File: src/rtl/serial_tx_arbiter.sv
// Round-robin scheduler sharing one UART transmitter among N_REQ byte sources.
// Frame spacing comes from an internal timer, so no busy feedback from the transmitter is needed.
module serial_tx_arbiter #(
  parameter int CLK_FREQ   = 100_000_000,
  parameter int BAUD       = 115_200,
  parameter int N_REQ      = 4,
  parameter int GAP_CYCLES = 0,
  localparam int CLK_MUL      = CLK_FREQ / BAUD,
  localparam int FRAME_CYCLES = 10 * CLK_MUL + GAP_CYCLES,
  localparam int CNT_W        = $clog2(FRAME_CYCLES + 1),
  localparam int ID_W         = $clog2(N_REQ)
) (
  input  logic                 clk,
  input  logic                 rst,
  input  logic [N_REQ-1:0]     req_valid,
  input  logic [8*N_REQ-1:0]   req_data,
  input  logic [N_REQ-1:0]     req_lock,
  output logic [N_REQ-1:0]     req_ready,
  output logic [7:0]           tx_data,
  output logic                 tx_txe,
  output logic                 busy,
  output logic [ID_W-1:0]      grant_id
);

  typedef enum logic [1:0] {IDLE, START, WAIT} state_t;

  localparam logic [ID_W:0] N_EXT = (ID_W + 1)'(N_REQ);

  state_t           state;
  logic [ID_W-1:0]  ptr;
  logic             lock;
  logic [CNT_W-1:0] timer;

  logic             found;
  logic [ID_W-1:0]  winner;
  logic [ID_W:0]    idx;
  logic [7:0]       win_byte;
  logic             win_lock;
  logic [ID_W-1:0]  ptr_next;

  always_comb begin
    found     = 1'b0;
    winner    = '0;
    idx       = '0;
    win_byte  = '0;
    win_lock  = 1'b0;
    req_ready = '0;
    // Reset outranks any request, so arbitration is gated by rst as well as state.
    if (!rst && state == IDLE) begin
      if (lock) begin
        found  = req_valid[grant_id];
        winner = grant_id;
      end else begin
        for (int k = 0; k < N_REQ; k++) begin
          idx = {1'b0, ptr} + (ID_W + 1)'(k);
          if (idx >= N_EXT) idx = idx - N_EXT;
          if (!found && req_valid[idx[ID_W-1:0]]) begin
            found  = 1'b1;
            winner = idx[ID_W-1:0];
          end
        end
      end
    end
    for (int i = 0; i < N_REQ; i++) begin
      if (winner == ID_W'(i)) begin
        win_byte = req_data[8*i +: 8];
        win_lock = req_lock[i];
        if (found) req_ready[i] = 1'b1;
      end
    end
  end

  assign ptr_next = (winner == ID_W'(N_REQ - 1)) ? '0 : winner + 1'b1;

  // Timer is loaded in START so that IDLE returns FRAME_CYCLES clocks after acceptance.
  always_ff @(posedge clk) begin
    if (rst) begin
      state    <= IDLE;
      tx_txe   <= 1'b0;
      tx_data  <= 8'h00;
      busy     <= 1'b0;
      grant_id <= '0;
      ptr      <= '0;
      lock     <= 1'b0;
      timer    <= '0;
    end else begin
      case (state)
        IDLE: begin
          if (found) begin
            tx_data  <= win_byte;
            grant_id <= winner;
            lock     <= win_lock;
            ptr      <= ptr_next;
            tx_txe   <= 1'b1;
            busy     <= 1'b1;
            state    <= START;
          end
        end
        START: begin
          tx_txe <= 1'b0;
          timer  <= CNT_W'(FRAME_CYCLES - 3);
          state  <= WAIT;
        end
        WAIT: begin
          if (timer == '0) begin
            busy  <= 1'b0;
            state <= IDLE;
          end else begin
            timer <= timer - 1'b1;
          end
        end
        default: state <= IDLE;
      endcase
    end
  end

endmodule

File: config.mk
export PLATFORM = sky130hd
export DESIGN_NAME = serial_tx_arbiter
export DESIGN_NICKNAME = d
export VERILOG_FILES = /design/src/rtl/serial_tx_arbiter.sv
export SDC_FILE = /design/constraint.sdc
export NUM_CORES = 1
export LEC_CHECK = 0
export CAP_MARGIN = 15
export CORE_ASPECT_RATIO = 1.75
export CORE_MARGIN = 2
export CORE_UTILIZATION = 43
export DETAILED_ROUTE_END_ITERATION = 12
export PLACE_DENSITY = 0.77
export SLEW_MARGIN = 20
export SYNTH_ARGS = -nofsm -noshare
export SYNTH_HDL_FRONTEND = slang
export SYNTH_SLANG_ARGS = --single-unit
File: constraint.sdc
create_clock -name clk -period 2.5 [get_ports clk]
set_input_delay 0.25 -clock clk [delete_from_list [all_inputs] [get_ports clk]]
set_output_delay 0.25 -clock clk [all_outputs]
set_load 0.02 [all_outputs]
* Word level (Yosys, flattened, before mapping) *
Index checks and enable logic that the tools add are counted.

storage, ports and cells
  register bits = 31
  input bits = 42
  output and inout bits = 16
  logic and storage cells = 116

operators by class
  $add $sub $neg = 9
  magnitude comparators = 9
  eq/ne operators = 8
  multiplexer cells = 63
  reductions and logical operators = 19

operators by type and width
  cell                   number
  $mux 2                 21
  $mux 8                 4
  $mux 1                 28
  $pmux 14 s2            1
  $lt 2x3->1 const B     5
  $logic_not 14->1       1
  $mux 14                1
  $sub 14x1->14 const B  1
  $bmux 1 s2             5
  $ge 3x3->1 const B     3
  $reduce_and 2->1       4
  $sub 2x1->2 const B    4
  $add 2x2->3 const B    2
  $eq 2x2->1 const B     3
  $ne 2x2->1 const B     3
  $pmux 2 s3             1
  $reduce_bool 2->1      3
  $eq 2x1->1 const B     2
  $logic_and 1x1->1      4
  $logic_not 1->1        4
  $logic_not 2->1        2
  $pmux 1 s2             2
  $add 2x1->3 const B    1
  $ge 2x3->1 const B     1
  other kinds (2)        2

* Longest topological paths before layout *
  depth after elaboration = 29
  depth in mapped cells = 11
  depth with buffers taken out = 9

* Worst setup path after synthesis *
No wires, ideal clock.

  kind = register to register
  from = register state[0]
  to = register lock
  library setup time = 0.115 ns
  data arrival time = 2.467 ns
  required time = 2.385 ns
  path slack = -0.082 ns
  stages on the path, launching flop included = 10
  path buffers = 1
  period minus slack after synthesis = 2.582 ns
  cells stage by stage = dfxtp_1 > nor3_1 > nand4_1 > inv_1 > ha_1 > clkbuf_1 > clkinv_1 > o221ai_1 > a21oi_1 > o21ba_2

between the ends
  cells in the longest elaborated chain, start to end = 8
  elaborated cells on any way between the ends = 13
  classes of those cells = eq/ne: 3; mux: 6; reduce/logical: 4

RTL lines
  what                    RTL line  source
  from (decl)             29        state_t state;
  from (signal assigned)  78        state <= IDLE;
  from (signal assigned)  96        state <= START;
  from (signal assigned)  102       state <= WAIT;
  $logic_not 2->1 (*)     49        if (!rst && state == IDLE) begin
  $logic_and 1x1->1 (*)   49
  $mux 2 (*)              49
  named net winner[1]     35        logic [ID_W-1:0] winner;
  $logic_not 2->1         65        if (winner == ID_W'(i)) begin
  $mux 1 (3 in a row)     65
  $mux 1 (*)              65
  to (signal assigned)    92        lock <= win_lock;
  to (decl)               31        logic lock;

The timed path passes the listed nets; every way through them passes the cells marked *.
A chain may end at the register's enable or synchronous reset.

* Worst setup path in the final report *
  from = input port req_valid[3]
  to = register tx_data[7]

between the ends
  cells in the longest elaborated chain, start to end = 25
  elaborated cells on any way between the ends = 43
  classes of those cells = eq/ne: 3; mux: 32; reduce/logical: 8

RTL lines
  what                          RTL line  source
  from (decl)                   15        input logic [N_REQ-1:0] req_valid,
  $bmux 1 s2                    57        if (!found && req_valid[idx[ID_W-1:0]]) begin
  $mux 1 (not written as such)  57
  $mux 1                        57
  $mux 1                        50        if (lock) begin
  $mux 1                        49
  $logic_not 1->1               57
  $logic_and 1x1->1             57
  $mux 1                        57
  [6 not listed]                --
  $mux 1                        49
  $logic_not 1->1               57
  $logic_and 1x1->1             57
  $mux 2                        57
  $mux 2                        50
  $mux 2                        49
  $logic_not 2->1               65
  $mux 8 (4 in a row)           65
  to (signal assigned)          90        tx_data <= win_byte;
  to (decl)                     19        output logic [7:0] tx_data,

Parallel ways exist; a longest one is shown, timed or not. The select of a mux whose other input is x is not followed.

==> results.md <==
- RSZ-0062 raised after global routing: true
- Die width: roughly 55 um
- Top delay family on crit path: compound AO/OA/AOI/OAI gates
- Final setup violation count: 0
- Leak: roughly 1.1 nW
- Row cnt: 32
- CP most frequent cell: buf_4
- Max Clk Rate: 0.415 GHz
- GR Util met2: between 40% and 50%
- Pin count of the biggest net entering global routing: 31
- CTS Sinks: 31
- CP endpoint kind: flop
- PwrDens: about 1100 nW/um^2
- Asr flop ratio synth: 0%
- Avg Cell Area, Syn: roughly 9.0 um^2
- Post-synthesis mux area share: around 8.1%
- Detailed Routing Iterations Pass 1: 4
- Final Max Tran Viols: 0
- Worst reg2reg setup slack: approximately 0.25 ns
- Seq/Total Area, Yosys: a little under a third
- Routed wire length: between 5000 and 6000 um
- WP data arrival: 2.58 ns
- H-tree depth: 2
- Hold Crit Class: flop to flop
- Vias in the first global route: 1958
- Reg clk slew, reported paths: around 0.07 ns
- Post-Syn Instances: about 220
- CTS tree: built
- Cells along the critical path: clkdlybuf4s50_1, buf_4, nor2_1, a21oi_1, a32oi_2, or2_4, ha_4, nor2b_2, buf_4, a221o_1, a22oi_1, mux2i_1
- MaxCap Viol Count: 0
- Routed via count: a little under 2k
- Main synth FF type: dfxtp_1
- Die ar.: 5150 um^2
- Gr ovfl total: 0
- Synth Area in Simple Gates: roughly 27%
- Buf/Inv on CP: 3
- Seq cells post-synth: 31
- Worst hold endpoint: tx_txe$_SDFFE_PP0P_
- WS Path Type: primary input to flop
- Root Buffer: clkbuf_8
- Tmin final: 2.41 ns
- Critical Path Fanout Max: 5
- Worst Tran Pin Value: ~0.64 ns
- Final Hold Fails: 0
- Adder-Cell Fraction of Synth Area: approximately 3.2%
- Clock Skew: roughly 0.0094 ns
- Port buffer count: 57
- Worst path max stage delay: roughly 0.5 ns
- Worst-skew pair later-pin latency: approximately 0.28 ns
- M1 GR Usage: 22.6%
- Post-route DRC: 0
- Final period util: between 90% and 100%
- Post-Syn Area: 1960 um^2
- Peak supply drop: 0.758 mV
- Starting DRC count in detailed routing: 45
- Hold path cells: 2
- Routability cong.: between 0.8 and 0.9
- Outcome: complete, no violations
- R2R Path End: tx_data[7]$_SDFFE_PP0P_
- Crit-path slowest cell: clkdlybuf4s50_1
- Vias per inst: about 5.8
- # nets final: between 300 and 400
- GRT Overall Usage: 22.1%
- Cts hold-fix bufs: 0
- Largest family of logic cells by synthesized area: simple AND/OR/NAND/NOR gates
- HP Start: tx_txe$_SDFFE_PP0P_
- Core box area: ~4400 um^2
- Area Growth Syn to Fin: 45.7%
- Synth Area in Compound Gates: 25.3%
- Layout cells sized above 1: between 20% and 30%
- Reg-to-reg startpoint: state[0]$_SDFFE_PP0P_
- Global-route wire length before repair: 8560 um
- Post-Synthesis Net Count: 266
- Post-synth EDFFs: 0
- Post-Route Utilization: between 60% and 70%
- Starting Density: between 40% and 50%
- Max Root-Sink Buffers: 2
- Dpl ws: -0.375 ns
- Worst EP required: 2.66 ns
- HPWL after DPL: between 3000 and 4000 um
- Global routing usage on met3: about 3.8%
- Grt peak-use layer: met2
- Routed WL per cell: 15.0 um
- Initial antenna violation count: 0
- Ant diodes: 0
- Syn. warnings: 0
- Worst R2R Path Depth: 9
- Netlist cell types: 56
- Relative slew slack: a little under three fifths
- Fraction of synthesized cell area in xor and xnor cells: 0%
- Routed Antenna Nets: 0
- Ports: slightly below 60
- Worst setup margin: a little under 0.09 ns
- Filler Cell Count: about 390
- Startpoint Class: primary input
- CTS Buf Count: 5
- DIE HEIGHT: between 90 and 100 um
## sequential cells by signal, summed over array words and instances, names as in the netlist
signal	count
tx_data	8
timer	14
busy	1
ptr	2
state	2
grant_id	2
tx_txe	1
lock	1
## through the flow
step / TNS [ns] / hold WS, ns / instance area, um^2 / std cells / total power, mW
after global placement: -3.63 / 0.436 / 2690 / 335 / 2.44
after floorplan: 0 / 0.450 / 1970 / 219 / 1.95
after global routing: -0.0361 / 0.462 / 2860 / 344 / 3.25
after CTS: 0 / 0.454 / 2820 / 343 / 2.99
after detailed placement: -3.85 / 0.442 / 2690 / 335 / 2.47
final: 0 / 0.450 / 2860 / 344 / 3.04
## power by group
part,internal (mW),leakage (nW),switching (mW)
clock,0.322,0.0612,0.188
combinational,0.865,0.830,0.824
sequential,0.656,0.255,0.182
## cell families (layout without fill, tap and decap cells)
group,count (synthesis),count (layout)
AND/OR/NAND/NOR,79,79
AO/OA/AOI/OAI,69,69
flip-flops,31,31
buffers and inverters,21,95
multiplexers,14,14
adder cells (fa/ha/maj),5,5
## area by class of cell
| cell class | instances | area, um^2 | area share, % |
|---|---|---|---|
| flip-flops and latches | 31 | 621 | 21.7 |
| inverters | 8 | 30.0 | 1.05 |
| clock inverters | 2 | 35.0 | 1.22 |
| clock buffers | 6 | 82.6 | 2.88 |
| multi-input cells | 167 | 1300 | 45.4 |
| repair buffers | 79 | 731 | 25.5 |
| well taps | 51 | 63.8 | 2.23 |
## worst max path at each step
stage                         endpoint         start  depth (start not counted)
5_1_grt        tx_data[7]$_SDFFE_PP0P_  req_valid[3]                         12
4_1_cts        tx_data[7]$_SDFFE_PP0P_  req_valid[0]                         12
6_report       tx_data[7]$_SDFFE_PP0P_  req_valid[3]                         12
3_5_place_dp              req_ready[2]  req_valid[0]                          8
3_3_place_gp              req_ready[2]  req_valid[0]                          8
2_1_floorplan        lock$_SDFFE_PP0P_  req_valid[0]                          9
## Yosys cell counts (3+ instances only)
master | count | area share, %
a211oi_1 | 5 | 1.9
a21boi_0 | 3 | 1.1
a21oi_1 | 11 | 2.8
a221o_1 | 7 | 3.6
a22oi_1 | 8 | 3.1
a31oi_1 | 4 | 1.3
clkbuf_1 | 9 | 1.7
dfxtp_1 | 31 | 32
ha_1 | 5 | 3.2
inv_1 | 5 | 0.96
mux2_2 | 4 | 2.3
mux2i_1 | 8 | 4.1
nand2_1 | 10 | 1.9
nand2b_1 | 8 | 2.5
nand4_1 | 3 | 0.96
nor2_1 | 13 | 2.5
nor2b_1 | 9 | 2.9
nor3_1 | 6 | 1.5
o21a_1 | 8 | 3.1
o21ai_0 | 8 | 2.0
o31ai_1 | 4 | 1.5
or2_2 | 3 | 0.96
or4_1 | 5 | 1.9
## layer usage
| metal | share of wire, % | vias to the layer above | wire length, um |
|---|---|---|---|
| met4 | 0.82 | 0 | 42 |
| met2 | 58 | 62 | 2980 |
| met1 | 38 | 943 | 1940 |
| met3 | 3.5 | 2 | 181 |
| li1 | - | 980 | - |
| met5 | 0 | - | 0 |
## placed cells by master (no fill, tap or decap), types with 5 or more instances in the layout
cell type,n
a211oi_1,5
nor3_1,5
nand2b_1,8
mux2i_1,8
a221o_1,7
clkbuf_8,6
a22oi_1,7
buf_4,21
nor2_1,12
o21a_1,8
a21oi_1,11
o21ai_0,5
nor2b_1,8
dfxtp_1,31
nand2_1,10
clkdlybuf4s50_1,51
## worst reg2reg max path, cell delays in order, from the launching register on
cell     delay [ns]
dfxtp_1        0.38
nor3_2         0.29
o21ai_1        0.14
or2_4          0.29
ha_4           0.17
nor2b_2        0.16
buf_4          0.14
a221o_1        0.32
a22oi_1        0.15
mux2i_1        0.09
## timing repair
action / in CTS / in global routing
resized for setup: 13 / 17
pin swaps: 1 / 6
setup endpoints to repair: 9 / 11
buffers inserted: 0 / 1
No activity file was read; power rests on OpenSTA's default activity.
